--- config.mk ---
export PLATFORM = sky130hd
export DESIGN_NAME = ring_osc_meas_ctrl
export DESIGN_NICKNAME = d
export VERILOG_FILES = /design/src/rtl/ring_osc_meas_ctrl.sv
export SDC_FILE = /design/constraint.sdc
export NUM_CORES = 1
export LEC_CHECK = 0
export BUFFER_PORTS_ARGS = -buffer_cell sky130_fd_sc_hd__clkbuf_2
export CORE_MARGIN = 2
export CORE_UTILIZATION = 50
export DETAILED_ROUTE_END_ITERATION = 10
export GPL_TIMING_DRIVEN = 1
export PLACE_DENSITY = 0.74
export SLEW_MARGIN = 30
export SYNTH_ARGS = -nofsm -noshare
export SYNTH_HDL_FRONTEND = slang
export SYNTH_SLANG_ARGS = --single-unit
--- constraint.sdc ---
create_clock -name clk -period 2.5 [get_ports clk]
set_clock_uncertainty 0.05 [all_clocks]
set_input_delay 0.5 -clock clk [delete_from_list [all_inputs] [get_ports clk]]
set_output_delay 0.5 -clock clk [all_outputs]
set_load 0.02 [all_outputs]
--- src/rtl/ring_osc_meas_ctrl.sv ---
// ring_osc_meas_ctrl
// Sequencer and frequency counter for the on-die ring oscillator.
// On an accepted start it enables the oscillator, lets it run for a fixed
// warm-up window, then counts rising edges of one selected oscillator tap
// over a programmable gate of clk cycles. Afterwards it switches the
// oscillator off and reports the count with a one-cycle done strobe.
//
// Ports:
//   clk          system clock
//   rst_n        synchronous active-low reset
//   ena          design enable, low aborts to IDLE
//   start        measurement request (sampled only in IDLE)
//   long_ring    ring length select (sampled with start)
//   tap_sel      tap select 0..3 (sampled with start)
//   gate_cycles  gate length in clk cycles (sampled with start)
//   osc_tap      asynchronous oscillator taps n1..n4
//   osc_en0      oscillator enable
//   osc_en1      long-ring stage enable
//   busy         high during WARMUP and GATE
//   done         one-cycle strobe, count valid
//   count        edge count of the last measurement
//   overflow     counter saturated during the last measurement
//
// Optional feature macro: RO_PRESCALE_EN
//   When defined, the selected tap is divided by two in its own clock
//   domain before synchronization, so count reports half the tap edges.
module ring_osc_meas_ctrl #(
  parameter int CNT_W       = 16,
  parameter int GATE_W      = 12,
  parameter int WARM_CYC    = 4,
  parameter int SYNC_STAGES = 2
) (
  input  logic              clk,
  input  logic              rst_n,
  input  logic              ena,
  input  logic              start,
  input  logic              long_ring,
  input  logic [1:0]        tap_sel,
  input  logic [GATE_W-1:0] gate_cycles,
  input  logic [3:0]        osc_tap,
  output logic              osc_en0,
  output logic              osc_en1,
  output logic              busy,
  output logic              done,
  output logic [CNT_W-1:0]  count,
  output logic              overflow
);

  localparam logic [1:0] ST_IDLE = 2'd0;
  localparam logic [1:0] ST_WARM = 2'd1;
  localparam logic [1:0] ST_GATE = 2'd2;
  localparam logic [1:0] ST_DONE = 2'd3;

  localparam logic [GATE_W-1:0] GATE_ZERO = {GATE_W{1'b0}};
  localparam logic [GATE_W-1:0] GATE_ONE  = GATE_W'(1);
  localparam logic [GATE_W-1:0] WARM_LAST = GATE_W'(WARM_CYC - 1);
  localparam logic [CNT_W-1:0]  CNT_ZERO  = {CNT_W{1'b0}};
  localparam logic [CNT_W-1:0]  CNT_ONE   = CNT_W'(1);
  localparam logic [CNT_W-1:0]  CNT_MAX   = {CNT_W{1'b1}};

  logic [1:0]             state_q, state_d;
  logic [1:0]             tap_sel_q, tap_sel_d;
  logic                   long_q, long_d;
  logic [GATE_W-1:0]      gate_q, gate_d;
  logic [GATE_W-1:0]      timer_q, timer_d;
  logic [CNT_W-1:0]       count_q, count_d;
  logic                   ovf_q, ovf_d;
  logic                   en0_q, en0_d;
  logic                   en1_q, en1_d;
  logic                   busy_q, busy_d;
  logic                   done_q, done_d;
  logic [SYNC_STAGES-1:0] sync_q;
  logic                   prev_q;
  logic                   sel_tap_s;
  logic                   sync_in_s;
  logic                   edge_s;
  logic                   run_s;

  // The latched selection is used, so later tap_sel changes have no effect.
  assign sel_tap_s = osc_tap[tap_sel_q];

`ifdef RO_PRESCALE_EN
  logic div_q;

  // Divide-by-2 toggle in the tap domain, held clear while the oscillator is off.
  always_ff @(posedge sel_tap_s or negedge en0_q) begin
    if (!en0_q) begin
      div_q <= 1'b0;
    end else begin
      div_q <= ~div_q;
    end
  end

  assign sync_in_s = div_q;
`else
  assign sync_in_s = sel_tap_s;
`endif

  // Synchronizer plus previous-value flop; runs in every state so the
  // chain has settled before GATE and no spurious edge is counted.
  always_ff @(posedge clk) begin
    if (!rst_n) begin
      sync_q <= {SYNC_STAGES{1'b0}};
      prev_q <= 1'b0;
    end else begin
      sync_q <= {sync_q[SYNC_STAGES-2:0], sync_in_s};
      prev_q <= sync_q[SYNC_STAGES-1];
    end
  end

  assign edge_s = sync_q[SYNC_STAGES-1] & ~prev_q;

  // Next-state, timer and counter logic.
  always_comb begin
    state_d   = state_q;
    tap_sel_d = tap_sel_q;
    long_d    = long_q;
    gate_d    = gate_q;
    timer_d   = timer_q;
    count_d   = count_q;
    ovf_d     = ovf_q;
    if (!ena) begin
      // Abort: partial count and overflow are kept.
      state_d = ST_IDLE;
    end else begin
      case (state_q)
        ST_IDLE: begin
          if (start) begin
            state_d   = ST_WARM;
            tap_sel_d = tap_sel;
            long_d    = long_ring;
            gate_d    = gate_cycles;
            timer_d   = WARM_LAST;
            count_d   = CNT_ZERO;
            ovf_d     = 1'b0;
          end else begin
            state_d = ST_IDLE;
          end
        end
        ST_WARM: begin
          if (timer_q == GATE_ZERO) begin
            // A zero-length gate goes straight to DONE.
            if (gate_q == GATE_ZERO) begin
              state_d = ST_DONE;
            end else begin
              state_d = ST_GATE;
              timer_d = gate_q - GATE_ONE;
            end
          end else begin
            timer_d = timer_q - GATE_ONE;
          end
        end
        ST_GATE: begin
          if (edge_s) begin
            // Saturate at all-ones; any further edge flags overflow.
            if (count_q == CNT_MAX) begin
              ovf_d = 1'b1;
            end else begin
              count_d = count_q + CNT_ONE;
            end
          end else begin
            count_d = count_q;
          end
          if (timer_q == GATE_ZERO) begin
            state_d = ST_DONE;
          end else begin
            timer_d = timer_q - GATE_ONE;
          end
        end
        ST_DONE: begin
          state_d = ST_IDLE;
        end
        default: begin
          state_d = ST_IDLE;
        end
      endcase
    end
  end

  // Outputs are derived from the next state so they are registered and
  // line up with the state they describe.
  always_comb begin
    run_s  = (state_d == ST_WARM) || (state_d == ST_GATE);
    en0_d  = run_s;
    en1_d  = run_s & long_d;
    busy_d = run_s;
    done_d = (state_d == ST_DONE);
  end

  // State and output registers with synchronous reset.
  always_ff @(posedge clk) begin
    if (!rst_n) begin
      state_q   <= ST_IDLE;
      tap_sel_q <= 2'd0;
      long_q    <= 1'b0;
      gate_q    <= GATE_ZERO;
      timer_q   <= GATE_ZERO;
      count_q   <= CNT_ZERO;
      ovf_q     <= 1'b0;
      en0_q     <= 1'b0;
      en1_q     <= 1'b0;
      busy_q    <= 1'b0;
      done_q    <= 1'b0;
    end else begin
      state_q   <= state_d;
      tap_sel_q <= tap_sel_d;
      long_q    <= long_d;
      gate_q    <= gate_d;
      timer_q   <= timer_d;
      count_q   <= count_d;
      ovf_q     <= ovf_d;
      en0_q     <= en0_d;
      en1_q     <= en1_d;
      busy_q    <= busy_d;
      done_q    <= done_d;
    end
  end

  assign osc_en0  = en0_q;
  assign osc_en1  = en1_q;
  assign busy     = busy_q;
  assign done     = done_q;
  assign count    = count_q;
  assign overflow = ovf_q;

endmodule

==> results.cfg, run 1 <==
[outcome]
status = complete, no violations

[power_and_ir_drop]
pwr-share-comb = 0.177
seqPwrFrac = 0.520
switching_share = 0.293
internal-power_mw = 1.18
power_leakage_nw = 1.28
switching_power_uw = 488
power-per-cell-area_mw_per_mm2 = 506
power_frac_clock = 0.303
vdd_drop_max_mv = 0.301
power_mw = 1.67

[setup_path]
crit_type = reg -> reg
cpPeakStageDelay_ps = 570
cp-end-kind = register
crit_path_frequent_cell = ha_1
cp_max_fo = 5
cp.required_ps = 2670
critical_path_arrival_ps = 2420
slowest_stage = a2111oi_0
start_kind = register
crit_chain = inv_1 -> ha_1 -> nor2b_1 -> nand4_1 -> a2111oi_0 -> ha_1 -> and2_1

[place]
io_buffers = 43
hpwl_um = 5100
place_ws_ps = 114
dp_cells = 456
place.gp.congestion = 0.851

[cells_and_area]
diodes = 0
layout.nets = 425
final_layout_size_suffix_gt1_frac = 0.211
area_growth_pct = 16.7
fin_cells = 465

[sta]
rsz0062_at_grt = no
maxSlewViolCount = 0
max_slew_margin = 0.601
fin_hold_ws_ps = 341
tightest_slew_ps = 598
tns_ps = 0
setup_ws_ps = 247
hold_violations = 0
setup_viol = 0
period_needed_ps = 2250
period_share = 0.901
clock.fmax_ghz = 0.444

[synth]
syn_inst = 340
synth_area_per_cell_um2 = 8.32
syn_area_mm2 = 0.00283
async_reset_ff_frac = 0
ys_seq_elements = 52
ys_warn_count = 0
synth_edf_count = 0
post_synth_num_cell_types = 54
ys.flop_type = dfxtp_1
synth_nets = 373
ys_seq_area_frac = 0.368

[routing]
drt-initial-drc-count = 162
drc = 0
antenna_left = 0
drt_wl_total_um = 6840
vias = 2655
viasPerCell = 5.71
wl_per_cell_um = 14.7
first_pass_iters = 4

[clock_tree]
htreeDepth = 2
cts_root_buf = clkbuf_8
clk_latency_ps = 320
clk_path_buf_depth = 2
cts_hold_buf = 0
cts_tree = yes
cts.sinks = 52
cts.clk_slew.worst_paths_ps = 100
cts_made_buffers = 5

[global_route]
grt-ovfl-total = 0
antenna_found_initial = 0
grt_pass1_vias = 2480
grt.total_usage = 0.233
grt_pass1_wl_um = 11600
grt_max_degree = 18

[die]
num_rows = 27
die_area_mm2 = 0.00627
io_pins = 44
coreArea_mm2 = 0.00547
initial_core_util = 0.517
die_w_um = 79.2
die_y_um = 79.2

[hold_path]
holdCritPathClass = in -> reg

[job]
drv_cap = 0
-- synth_stat cells, types with 5 or more instances --
cell      count  area share
nor3_1        8       0.014
or3_1        11       0.024
nand4_1       8       0.018
nor2_1       20       0.027
a21oi_1      31       0.055
and4_1        5       0.015
nand3_1       6       0.011
ha_1         10       0.044
xnor2_1      10       0.031
nand2_1      46       0.061
and2_1       11       0.024
clkbuf_1      9       0.012
o22ai_1       7       0.015
o21ai_0      20       0.035
dfxtp_1      52        0.37
xor2_1        6       0.019
inv_1        10       0.013
or4_1         7       0.019
a22o_1        5       0.015
-- worst max-delay path, delay by kind of cell (launching register included) --
kind	cells	cell delay, ps
fa+ha+maj	2	480
buf+inv	1	90
simple gates	3	610
compound gates	1	570
flops	1	360
-- logic make-up (layout without fill, tap and decap cells) --
group                    after synthesis  count (layout)  share of synthesized area
flip-flops                            52              52                      0.368
AND/OR/NAND/NOR                      140             140                      0.263
adder cells (fa/ha/maj)               10              10                     0.0442
buffers and inverters                 26              79                     0.0367
multiplexers                           1               1                    0.00796
AO/OA/AOI/OAI                         95              95                      0.231
XOR/XNOR                              16              16                     0.0496
-- sequential cells by signal (all words and copies together) (netlist names), 2 cells and up --
| register | flops |
|---|---|
| count | 16 |
| gate_q | 12 |
| timer_q | 12 |
| state_q | 2 |
| sync_q | 2 |
| tap_sel_q | 2 |
-- cell usage in the layout, fill, tap and decap left out, types with 5 or more instances in the layout --
cell,instances
a21oi_1,31
nor2_1,20
and2_1,11
nor3_1,8
dfxtp_1,52
nand2_1,46
nand3_1,6
buf_4,16
or3_1,11
inv_1,10
clkbuf_8,5
clkbuf_2,43
o22ai_1,7
xnor2_1,10
a22o_1,5
and4_1,5
or4_1,7
xor2_1,6
o21ai_0,20
ha_1,10
nand4_1,8
-- metal layers --
layer	wire (um)	global-route usage	up-vias
met2	3260	0.384	51
met5	0	0	-
met1	3180	0.308	1243
met3	316	0.0534	8
met4	81	0.0638	0
li1	-	-	1353
-- per-stage QoR --
step	cell area, um^2	util
2_1_floorplan	2830	-
3_3_place_gp	3190	0.584
3_5_place_dp	3190	0.584
4_1_cts	3290	0.600
5_1_grt	3300	0.603
6_report	3300	0.603
-- area by class of cell --
class,instances,area (um^2)
inverter,12,45.0
tap,72,90.1
multi-input combinational,262,1700
clock inverter,3,22.5
timing repair buffer,59,335
clock buffer,5,68.8
fill,511,2170
sequential,52,1040
-- final timing paths --
kind                  startpoint  slack (ps)   endpoint  cells after the start
setup / recovery      timer_q[0]         250       busy                      7
hold / removal    gate_cycles[6]         340  gate_q[6]                      3
setup reg to reg      timer_q[0]         250       busy                      7
hold reg to reg        sync_q[0]         410  sync_q[1]                      1
-- repair_timing --
action / 4_1_cts / 5_1_grt
gates resized for setup: 0 / 1
endpoints found under the setup margin: 0 / 9
buffers inserted: 0 / 1
-- power by group through the flow --
stage               combinational (mW)  sequential [mW]  clock (mW)
global placement                 0.285            0.885           0
floorplan                        0.202            0.882           0
CTS                              0.291            0.867       0.514
detailed placement               0.289            0.886           0
global route                     0.328            0.871       0.557
finish                           0.295            0.867       0.506
No activity file was read; power rests on OpenSTA's default activity.
==> run 2, diff against run 1 <==
--- a/config.mk
+++ b/config.mk
@@ -7,10 +7,9 @@
 export LEC_CHECK = 0
 export BUFFER_PORTS_ARGS = -buffer_cell sky130_fd_sc_hd__clkbuf_2
 export CORE_MARGIN = 2
-export CORE_UTILIZATION = 50
+export CORE_UTILIZATION = 40
 export DETAILED_ROUTE_END_ITERATION = 10
 export GPL_TIMING_DRIVEN = 1
-export PLACE_DENSITY = 0.74
 export SLEW_MARGIN = 30
 export SYNTH_ARGS = -nofsm -noshare
 export SYNTH_HDL_FRONTEND = slang
==> run 2 against run 1 <==
Worst hold slack gained 5.6 ps. Cell area grew 0.87%. Power grew 1.3%. Worst setup slack lost 35 ps. First-iteration DRC count shrank 44%. Via count grew 0.90%. Combinational power is essentially flat.
==> results.cfg, run 2 (synthesized netlist as in run 1, its figures left out) <==
[outcome]
status = complete, no violations

[sta]
rsz0062_at_grt = no
tightest_slew_ps = 538
period_needed_ps = 2290
max_slew_margin = 0.640
clock.fmax_ghz = 0.437
maxSlewViolCount = 0
period_share = 0.915
setup_viol = 0
hold_violations = 0
tns_ps = 0

[cells_and_area]
largest_register_ffs = 16
fin_area_mm2 = 0.00333
n_fill_cell = 701
layout.nets = 425
final_layout_size_suffix_gt1_frac = 0.209
layout_commonest_cell = dfxtp_1
most-common-layout-cells = 52 x dfxtp_1, 46 x nand2_1, 43 x clkbuf_2
area_growth_pct = 17.7
diodes = 0
fin_cells = 489

[global_route]
grt-ovfl-total = 0
grt_pass1_vias = 2426
grt.total_usage = 0.188
grt_max_degree = 19
grt_pass1_wl_um = 11600
antenna_found_initial = 0

[power_and_ir_drop]
power_leakage_nw = 1.28
power-per-cell-area_mw_per_mm2 = 508
vdd_drop_max_mv = 0.268

[die]
die_w_um = 88.1
initial_core_util = 0.414
die_area_mm2 = 0.00776
coreArea_mm2 = 0.00683
num_rows = 30
io_pins = 44
die_y_um = 88.1

[routing]
first_pass_iters = 4
drc = 0
vias = 2679
viasPerCell = 5.48
wl_per_cell_um = 14.4
drt-initial-drc-count = 90
drt_wl_total_um = 7040
antenna_left = 0

[place]
io_buffers = 43
dp_cells = 479
place.gp.congestion = 0.837
dpl_cell_area_mm2 = 0.00322
hpwl_um = 5240

[clock_tree]
cts_tree = yes
cts_made_buffers = 5
cts.sinks = 52
cts.clk_slew.worst_paths_ps = 110
cts_hold_buf = 0
clk_latency_ps = 310
htreeDepth = 2
clk_path_buf_depth = 2
cts_root_buf = clkbuf_8

[job]
drv_cap = 0

[setup_path]
crit_chain = inv_1 -> ha_1 -> nor2b_1 -> a2111oi_4 -> buf_4 -> o211ai_4 -> or4_1 -> a21oi_1
cp_max_fo = 9
start_kind = register
slowest_stage = or4_1
cpPeakStageDelay_ps = 480
cp.required_ps = 2700
critical_path_arrival_ps = 2490
crit_type = reg -> reg
cp-end-kind = register

[hold_path]
holdCritPathClass = in -> reg
[run 2: repair_timing]
| action | 4_1_cts | 5_1_grt |
|---|---|---|
| setup buffers | 0 | 2 |
| setup endpoints to repair | 0 | 4 |
| gates resized for setup | 0 | 0 |
[run 2: metrics by stage]
step / hold WS (ps) / util / worst slack (ps) / power, mW
2_1_floorplan: 362 / - / 249 / 1.08
3_3_place_gp: 381 / 0.471 / 198 / 1.18
3_5_place_dp: 385 / 0.471 / 195 / 1.18
4_1_cts: 332 / 0.485 / 156 / 1.71
5_1_grt: 340 / 0.487 / 28.7 / 1.78
6_report: 347 / 0.487 / 212 / 1.69
[run 2: path summary, 6_finish.rpt]
path | start | end | slack [ps] | cells past startpoint
min | gate_cycles[6] | gate_q[6] | 350 | 3
max reg2reg | state_q[0] | count[15] | 210 | 8
min reg2reg | sync_q[0] | sync_q[1] | 420 | 1
max | state_q[0] | count[15] | 210 | 8
[run 2: metal layers]
metal / part of all wire / track usage
met4: 0.011 / 0.0551
met3: 0.039 / 0.0292
met1: 0.49 / 0.259
met5: 0 / 0
met2: 0.46 / 0.305
[run 2: area by class of cell]
type | count | area (um^2) | share of cell area
Timing Repair Buffer | 59 | 335 | 0.101
Sequential cell | 52 | 1040 | 0.313
Tap cell | 96 | 120 | 0.0361
Clock inverter | 3 | 27.5 | 0.00827
Clock buffer | 5 | 68.8 | 0.0207
Multi-Input combinational cell | 262 | 1690 | 0.508
Inverter | 12 | 45.0 | 0.0135
[run 2: report_power, final]
group | total (mW) | internal, mW | switching [mW]
clock | 0.525 | 0.207 | 0.318
combinational | 0.298 | 0.132 | 0.166
sequential | 0.867 | 0.847 | 0.0193
total | 1.69 | 1.19 | 0.504
[run 2: worst max-delay path, delay by kind of cell (launching register included)]
family,cells,cell delay [ps]
fa+ha+maj,1,250
simple gates,2,710
buf+inv,2,290
flops,1,410
compound gates,3,520
